[config.mk]
export PLATFORM = sky130hd
export DESIGN_NAME = sample_read_sequencer
export DESIGN_NICKNAME = d
export VERILOG_FILES = /design/src/rtl/sample_read_sequencer_pkg.sv /design/src/rtl/sample_read_sequencer_fifo.sv /design/src/rtl/sample_read_sequencer.sv
export SDC_FILE = /design/constraint.sdc
export NUM_CORES = 1
export LEC_CHECK = 0
export ABC_AREA = 0
export CAP_MARGIN = 20
export CORE_AREA = 2 2 102 104
export CTS_BUF_LIST = sky130_fd_sc_hd__clkbuf_8 sky130_fd_sc_hd__clkbuf_16
export DETAILED_ROUTE_END_ITERATION = 10
export DIE_AREA = 0 0 104 106
export GPL_ROUTABILITY_DRIVEN = 0
export PLACE_DENSITY = 0.72
export SLEW_MARGIN = 20
export SYNTH_ARGS = -nofsm -noshare
export SYNTH_HDL_FRONTEND = slang
export SYNTH_SLANG_ARGS = --single-unit
[constraint.sdc]
create_clock -name clk -period 2.44 [get_ports clk]
set_clock_uncertainty 0.15 [all_clocks]
set_input_delay 0.366 -clock clk [delete_from_list [all_inputs] [get_ports clk]]
set_output_delay 0.366 -clock clk [all_outputs]
set_load 0.02 [all_outputs]
[src/rtl/sample_read_sequencer_pkg.sv]
// -----------------------------------------------------------------------------
// CCHW -- shared definitions for the sample read sequencer.
//   state_t    : read-handshake FSM states (IDLE, ISSUE, WAIT_LOW)
//   DEF_IN_W   : default codec channel width
//   DEF_OUT_W  : default output sample width
// Optional build macro used by the top: SAMPLE_SATURATE_EN.
// -----------------------------------------------------------------------------
package CCHW;

  localparam int DEF_IN_W  = 24;
  localparam int DEF_OUT_W = 16;

  typedef enum logic [1:0] {
    IDLE     = 2'd0,
    ISSUE    = 2'd1,
    WAIT_LOW = 2'd2
  } state_t;

endpackage : CCHW

[src/rtl/sample_read_sequencer_fifo.sv]
// -----------------------------------------------------------------------------
// sample_fifo -- synchronous FIFO holding mixed samples for the consumer.
//   clk, rst      : clock, asynchronous active-low reset
//   push, wr_data : write request (caller guarantees room or a same-cycle pop)
//   pop           : read request; ignored while empty
//   rd_data       : head entry, zero while empty
//   level         : number of entries held
//   full          : level == DEPTH
// Pointers wrap naturally because DEPTH is a power of two.
// -----------------------------------------------------------------------------
module sample_fifo #(
  parameter int DEPTH = 4,
  parameter int W     = 16,
  localparam int AW   = $clog2(DEPTH),
  localparam int LW   = $clog2(DEPTH) + 1
) (
  input  logic          clk,
  input  logic          rst,
  input  logic          push,
  input  logic [W-1:0]  wr_data,
  input  logic          pop,
  output logic [W-1:0]  rd_data,
  output logic [LW-1:0] level,
  output logic          full
);

  localparam logic [LW-1:0] FULL_LVL = LW'(DEPTH);

  logic [W-1:0]  mem [DEPTH];
  logic [AW-1:0] wr_ptr;
  logic [AW-1:0] rd_ptr;
  logic          not_empty;
  logic          pop_ok;

  assign not_empty = (level != '0);
  assign full      = (level == FULL_LVL);
  assign pop_ok    = pop && not_empty;
  // Masking the head keeps smp_data at zero while empty without resetting storage.
  assign rd_data   = not_empty ? mem[rd_ptr] : '0;

  // NOTE: storage has no reset; only pointers and level are reset, which lets
  // the array map onto plain registers or RAM without a clear path.
  always_ff @(posedge clk) begin
    if (push) mem[wr_ptr] <= wr_data;
  end

  // NOTE: all sequential state uses non-blocking assignments so every
  // register samples pre-edge values regardless of process ordering.
  always_ff @(posedge clk or negedge rst) begin
    if (!rst) begin
      wr_ptr <= '0;
      rd_ptr <= '0;
      level  <= '0;
    end else begin
      if (push)   wr_ptr <= wr_ptr + 1'b1;
      if (pop_ok) rd_ptr <= rd_ptr + 1'b1;
      case ({push, pop_ok})
        2'b10:   level <= level + 1'b1;
        2'b01:   level <= level - 1'b1;
        default: level <= level;
      endcase
    end
  end

endmodule : sample_fifo

[src/rtl/sample_read_sequencer.sv]
// -----------------------------------------------------------------------------
// sample_read_sequencer -- reads stereo samples from a codec with a one-cycle
// strobe, mixes left+right into a mono sample and queues it for a consumer.
//   clk, rst         : clock, asynchronous active-low reset
//   codec_read_ready : codec has a sample pending (level, may stay high)
//   codec_left/right : signed IN_W-bit channels
//   codec_read       : one-cycle read strobe (high only in ISSUE)
//   smp_data/valid   : FIFO head and its valid flag
//   smp_ready        : consumer accepts smp_data
//   fifo_level       : entries held
//   overrun_count    : samples dropped because the FIFO was full (saturating)
// Build option: define SAMPLE_SATURATE_EN to clamp out-of-range samples
// instead of wrapping.
// Assumes IN_W > OUT_W.
// -----------------------------------------------------------------------------
module sample_read_sequencer #(
  parameter int DEPTH = 4,
  parameter int IN_W  = CCHW::DEF_IN_W,
  parameter int OUT_W = CCHW::DEF_OUT_W,
  localparam int LW   = $clog2(DEPTH) + 1
) (
  input  logic             clk,
  input  logic             rst,
  input  logic             codec_read_ready,
  input  logic [IN_W-1:0]  codec_left,
  input  logic [IN_W-1:0]  codec_right,
  output logic             codec_read,
  output logic [OUT_W-1:0] smp_data,
  output logic             smp_valid,
  input  logic             smp_ready,
  output logic [LW-1:0]    fifo_level,
  output logic [7:0]       overrun_count
);

  import CCHW::*;

  state_t state;
  state_t state_nxt;

  logic [IN_W:0]    sum;
  logic [OUT_W-1:0] sample_trunc;
  logic [OUT_W-1:0] sample;
  logic             unused_bits;
  logic             fifo_full;
  logic             pop;
  logic             issue;
  logic             push;
  logic             drop;

  // ---------------------------------------------------------------- FSM
  always_ff @(posedge clk or negedge rst) begin
    if (!rst) state <= IDLE;
    else      state <= state_nxt;
  end

  // NOTE: defaults first so every path assigns every output -- no latches.
  always_comb begin
    state_nxt  = state;
    codec_read = 1'b0;
    case (state)
      IDLE:     if (codec_read_ready) state_nxt = ISSUE;
      ISSUE: begin
        codec_read = 1'b1;
        state_nxt  = WAIT_LOW;
      end
      // Hold here until the level drops so a stuck-high ready gives one strobe.
      WAIT_LOW: if (!codec_read_ready) state_nxt = IDLE;
      default:  state_nxt = IDLE;
    endcase
  end

  // ---------------------------------------------------------------- mixing
  assign sum          = {codec_left[IN_W-1], codec_left} + {codec_right[IN_W-1], codec_right};
  assign sample_trunc = sum[IN_W-1 -: OUT_W];
  // Bits below the output slice and the extra sign bit are intentionally dropped.
  assign unused_bits  = ^{sum[IN_W], sum[IN_W-OUT_W-1:0]};

`ifdef SAMPLE_SATURATE_EN
  // The slice fits only if the extra sign bit agrees with the slice's MSB.
  always_comb begin
    sample = sample_trunc;
    if (sum[IN_W] != sum[IN_W-1])
      sample = sum[IN_W] ? {1'b1, {(OUT_W-1){1'b0}}} : {1'b0, {(OUT_W-1){1'b1}}};
  end
`else
  assign sample = sample_trunc;
`endif

  // ---------------------------------------------------------------- FIFO
  assign pop   = smp_valid && smp_ready;
  assign issue = (state == ISSUE);
  // A same-cycle pop frees a slot, so a full FIFO still accepts the push.
  assign push  = issue && (!fifo_full || pop);
  assign drop  = issue && fifo_full && !pop;

  sample_fifo #(
    .DEPTH (DEPTH),
    .W     (OUT_W)
  ) u_fifo (
    .clk     (clk),
    .rst     (rst),
    .push    (push),
    .wr_data (sample),
    .pop     (pop),
    .rd_data (smp_data),
    .level   (fifo_level),
    .full    (fifo_full)
  );

  assign smp_valid = (fifo_level != '0);

  // ---------------------------------------------------------------- overrun
  always_ff @(posedge clk or negedge rst) begin
    if (!rst)                                 overrun_count <= '0;
    else if (drop && (overrun_count != 8'hFF)) overrun_count <= overrun_count + 8'd1;
  end

endmodule : sample_read_sequencer

==> run metrics, run 1 <==
crit path capture type=register; Post-Syn Area=0.00437 sq mm; critical path class=in2reg; f_max=413 MHz; count of final hold-check violations=0; xor and xnor fraction of the mapped netlist area=5.01%; DRT Pass-1 Iters=7; grt total ovfl=0; worst endpoint data arrival time=~2400 ps; H-Tree Depth=3; Clock Latency Late Sink=340 ps; top_reg_cell synth=edfxtp_1; number of synthesized flops with an enable pin=64; aggregate routed wire length=a little under 10,000 microns; cts bufs inserted=9; Vias=3,229; Warnings, synthesis=0; vias per cell=5.22; most common cell after layout, fill and taps aside=edfxtp_1; status=complete, no violations; P&R area growth vs syn=39.1%; Core Region=0.0100 sq mm; setup_tns=0 ps; Post-Synth Simple-Gate Area=11.6%; maxcap violations=0; Cell Area, Placed=between 0.005 and 0.006 sq mm; post-route setup slack=15.8 ps; worst path cell trace=dlygate4sd2_1 > ha_1 > a31o_1 > a211o_1 > a21oi_4 > o21ai_4 > or4_1 > and4_4; Fill cells=806; pre-CTS WS=-447 ps; Die Footprint=0.0110 sq mm; sequential fraction of the synthesis area=53.8%; R2R Setup Slk=80 ps; DRC viols=0; Site Rows=37; WL/cell=about 16 microns; startpoint types=input port; total power=~5.3 mW; Mapped Nets=422; IO buf count=80; final core occ=60.7%; area share of fa/ha/maj cells after synthesis=8.48%; Hold/Removal Path Class=reg2reg; Pleak=2.40 nW; initial antenna violation count=0; CTS tree=built; clock buffer depth=2; hpwl dp=about 7000 microns; slowest stage cell, crit path=or4_1; Post-Syn Instances=341; Rel. slew slack=46.8%; Die Width=between 100 and 150 microns; Post-Layout Inst Area=0.00607 sq mm; cell family with most CP delay=compound AO/OA/AOI/OAI gates; final number of setup-violating endpoints=0; largest family of logic cells by synthesized area=simple AND/OR/NAND/NOR gates; crit path max fanout=4; Root Driver=clkbuf_8; max incr delay on CP=500 ps; post-synthesis compound-gate area fraction=roughly a tenth; most frequent cells in the layout=64 x edfxtp_1, 59 x clkdlybuf4s50_1, 51 x buf_4; Detail Route Antenna Nets=0; I/O pin total=81; Initial Utilization=between 40 and 50%; ys async rst share=21.0%; unique cell type count in the Yosys netlist=51; Clock Sinks=81; Seq cells post-synth=81; WP buf/inv=1; largest net degree at the start of global routing=19; P per Cell Area=between 800 and 900 mW/mm^2; Ant. Diodes=0; Slew Limit Fails=0; hold buffer count at CTS=0; die height=106 microns; post-synthesis mux area share=9.43%; GRT Overall Usage=approximately 18%; WP data required=2380 ps; Worst-Margin Slew=796 ps; minimum clock period=2420 ps; VDD IR max=roughly 0.0004 V; final worst-path cycle share=99.4%; clock transition at the registers of the reported paths=80 ps; DRT iter0 DRCs=87; syn_area_per_cell=12.8 sq um; vias in the first global route=roughly 3,400; first-pass GRT wire length=15,600 microns; Nets=approximately 560; layout cells sized above 1=28.6%
==> metrics by stage <==
stage / hold WS, ps / cells
3_5_place_dp: 298 / 599
5_1_grt: 335 / 618
6_report: 304 / 618
3_3_place_gp: 280 / 599
2_1_floorplan: -79.6 / 341
4_1_cts: 305 / 618
==> report_power, final <==
group / internal (mW) / total, mW / switching, mW
clock network: 0.376 / 0.874 / 0.498
logic: 1.25 / 2.53 / 1.28
registers: 1.80 / 1.92 / 0.121
==> logic make-up after synthesis <==
kind of cell | count (synthesis)
simple gates | 100
flops | 81
compound gates | 65
fa+ha+maj | 29
xor+xnor | 25
mux | 21
buf+inv | 20
==> path summary, 6_finish.rpt <==
check	start	to	cells after the start
worst max-delay path	codec_left[1]	u_fifo.mem[2][12]	8
worst min-delay path	state[1]	state[0]	1
worst max register to register	u_fifo.level[1]	u_fifo.level[2]	9
worst min register to register	state[1]	state[0]	1
max in group asynchronous	rst	u_fifo.rd_ptr[0]	1
min in group asynchronous	rst	u_fifo.level[0]	1
==> synth_stat cells (all sizes together) (2+ instances only) <==
| master | n | area [sq um] |
|---|---|---|
| xnor2 | 15 | 131 |
| o31ai | 2 | 15.0 |
| nor2 | 22 | 82.6 |
| a21o | 7 | 52.6 |
| buf | 6 | 31.3 |
| inv | 9 | 33.8 |
| nand2 | 27 | 101 |
| ha | 28 | 350 |
| a21oi | 25 | 136 |
| mux4 | 16 | 360 |
| o21bai | 4 | 30.0 |
| and3 | 8 | 50.1 |
| nand2b | 2 | 12.5 |
| xor2 | 10 | 87.6 |
| nor3 | 3 | 15.0 |
| o21ai | 14 | 85.1 |
| clkbuf | 5 | 18.8 |
| and2 | 18 | 113 |
| dfrtp | 17 | 425 |
| mux2i | 4 | 40.0 |
| nand4 | 9 | 56.3 |
| nand3 | 3 | 15.0 |
| edfxtp | 64 | 1920 |
| nor4 | 2 | 12.5 |
==> per-layer routing <==
metal	track usage [%]	share of wire [%]	up-vias
li1	-	-	1556
met1	20.7	41	1558
met2	32.5	52	104
met3	3.68	5.6	11
met4	7.53	1.5	0
met5	0	0	-
==> flip-flops by register name, summed over array words and instances (netlist names) <==
signal         cells
overrun_count      8
state              2
u_fifo.level       3
u_fifo.mem        64
u_fifo.rd_ptr      2
u_fifo.wr_ptr      2
==> cell type report <==
class | instances | area [sq um] | share of cell area, %
inverters | 9 | 33.8 | 0.556
repair buffers | 136 | 1230 | 20.2
flip-flops and latches | 81 | 2350 | 38.7
clock inverters | 7 | 53.8 | 0.886
well taps | 136 | 170 | 2.80
multi-input cells | 240 | 2110 | 34.8
clock buffers | 9 | 124 | 2.04
==> timing repair <==
item                                   4_1_cts  5_1_grt
pin swaps                                    8        7
setup endpoints to repair                   22       54
gates resized for setup                     66       32
endpoints found under the hold margin        0        0
buffers inserted                             2        1
gates cloned                                 1        0
No activity file was read; power rests on OpenSTA's default activity.
==> inputs of run 2 (changes only) <==
Settings changed: PLACE_DENSITY 0.72 to 0.69.
==> run 2 against run 1 <==
Wire length decreased by 2.0%; power increased by 3.6%; hold slack got worse by 120 ps; sequential share of layout area decreased by 0.47 points; die area unchanged; final cell count increased by 0.81%; setup slack improved by 37 ps; critical path depth unchanged; flip-flop and latch count unchanged; largest power group unchanged; global-route usage decreased by 0.63 points; clock power increased by 12%.
==> run metrics, run 2 (same netlist as run 1, synthesis figures left out) <==
status=complete, no violations; biggest regs=u_fifo.mem: 64 flops, overrun_count: 8 flops, u_fifo.level: 3 flops; Clock Sinks=81; Clock Latency Late Sink=350 ps; grt met2 use=30.8%; maxcap violations=0; largest net degree at the start of global routing=19; Core Region=0.0100 sq mm; hold buffer count at CTS=0; RSZ-0062 raised after global routing=yes; Nets=roughly 560; die height=106 microns; Sw Share=34.4%; Register Area=0.00235 sq mm; P per Cell Area=898 mW/mm^2; IO buf count=80; Worst Reg-to-Reg Cells=9; crit path capture=u_fifo.mem[3][12]; hpwl dp=6860 microns; grt total ovfl=0; layout cells sized above 1=about 28%; Die Width=104 microns; f_max=about 420 MHz; met3 Usage GRT=approximately 4.6%; count of final hold-check violations=0; startpoint types=input port; P_int=3.62 mW; slowest stage cell, crit path=or4_1; reg2reg start=u_fifo.level[0]; number of flip-flops in the largest register=64; initial antenna violation count=0; WP buf/inv=1; aggregate routed wire length=around 9500 microns; crit path max fanout=5; DRC viols=0; multi-input logic area=0.00209 sq mm; WL/cell=15.2 microns; final number of setup-violating endpoints=0; Detail Route Antenna Nets=0; Cell Area, Placed=0.00577 sq mm; Root Driver=clkbuf_8; max incr delay on CP=between 400 and 500 ps; worst path cell trace=clkdlybuf4s50_1 > ha_1 > a21oi_1 > o21ai_1 > a21oi_4 > o21ai_4 > or4_1 > and4_4; cts bufs inserted=9; final worst-path cycle share=a little over nine tenths; final core occ=roughly 61%; crit path capture type=register; Hold/Removal Path Class=in2async; Post-Layout Inst Area=between 0.006 and 0.007 sq mm; Clk pwr share=17.7%; WP data required=about 2400 ps; critical path depth in cells=8; minimum clock period=~2400 ps; GRT Overall Usage=17.3%; clock transition at the registers of the reported paths=80 ps; Seq pwr share=a little over a third; Worst-Margin Slew=347 ps; power share of the combinational group=47.6%; most frequent cells in the layout=64 x edfxtp_1, 60 x clkdlybuf4s50_1, 53 x buf_4; H-Tree Depth=3; DRT Pass-1 Iters=4; most flop-heavy register=u_fifo.mem; clock buffer depth=2; CTS tree=built; critical path class=in2reg; vias per cell=5.25; Site Rows=37; DRT iter0 DRCs=111; R2R Setup Slk=around 90 ps; P&R area growth vs syn=40.8%; Pleak=2.45 nW; Ant. Diodes=0; first-pass GRT wire length=approximately 15,000 microns; Slew Limit Fails=0; I/O pin total=81; met1 GRT Util=20.3%; VDD IR max=~0.00048 V; Die Footprint=0.0110 sq mm; Fill cells=827; FF-to-FF End=u_fifo.level[2]; worst endpoint data arrival time=about 2400 ps; Rel. slew slack=between 70% and 80%; Setup crit start=codec_left[7]; vias in the first global route=3,260; GRT busiest layer=met2; cell family with most CP delay=simple AND/OR/NAND/NOR gates; Vias=3,273; Switching Power=1.90 mW; most common cell after layout, fill and taps aside=edfxtp_1; Initial Utilization=43.7%
==> run 2: cell count changes in the layout (fill, tap and decap cells not counted), moves of 2 or more <==
cell	previous run	this run
o21ai_1	4	7
clkinvlp_4	4	2
inv_6	1	3
buf_4	51	53
and2_1	15	17
clkdlybuf4s15_1	2	0
a21oi_2	7	2
and2_4	3	1
o21ai_2	3	1
a21oi_1	17	22
buf_2	13	16
==> run 2: worst register-to-register path, stage by stage (launching register included) <==
cell and delay, ps:
dfrtp_2 430, or4b_4 530, and2_4 170, inv_4 50
ha_4 130, inv_2 40, fa_2 340, xor2_1 170
nor2_1 130, xor2_1 140
==> run 2: power groups by stage <==
stage          sequential (mW)  clock, mW  combinational [mW]
2_1_floorplan             1.96          0                1.42
3_3_place_gp              1.93          0                2.52
3_5_place_dp              1.96          0                2.56
4_1_cts                   1.92      0.997                2.66
5_1_grt                   1.94       1.05                2.85
6_report                  1.92      0.975                2.63
==> run 2: worst min path at each step <==
stage | startpoint | endpoint
2_1_floorplan | rst | overrun_count[0]
3_3_place_gp | state[1] | state[0]
3_5_place_dp | state[1] | state[0]
4_1_cts | rst | overrun_count[2]
5_1_grt | rst | overrun_count[1]
6_report | rst | u_fifo.level[0]
==> run 2: area by class of cell <==
cell class              count  share of cell area [%]
multi-input cells         240                    34.0
inverters                   9                   0.590
clock buffers               9                    2.01
flip-flops and latches     81                    38.2
clock inverters             7                    1.24
well taps                 136                    2.77
repair buffers            141                    21.2
==> run 2: repair_timing <==
action	4_1_cts	5_1_grt
pin swaps	6	10
resized for setup	57	38
cloned	2	0
buffers inserted	3	3
setup endpoints to repair	22	46
==> run 2: per-layer routing <==
metal | share of wire [%] | vias to the layer above
li1 | - | 1577
met1 | 42 | 1580
met2 | 50 | 102
met3 | 5.8 | 14
met4 | 1.6 | 0
met5 | 0 | -
==> run 2: through the flow <==
stage	setup WS [ps]	cells	setup TNS [ps]	hold WS [ps]	power, mW
global placement	-391	599	-11970	279	4.45
CTS	1.02	620	0	185	5.58
detailed placement	-419	599	-14840	292	4.52
finish	52.9	623	0	185	5.52
global route	-28.6	623	-28.6	186	5.84
floorplan	4.98	341	0	-79.6	3.38
==> inputs of run 3 (changes only) <==
Settings changed: ABC_CLOCK_PERIOD_IN_PS set to 2440, CAP_MARGIN 20 to 10.
==> results of run 3 <==
Same layout as run 2: the final DEF is identical, and so are final timing and power.
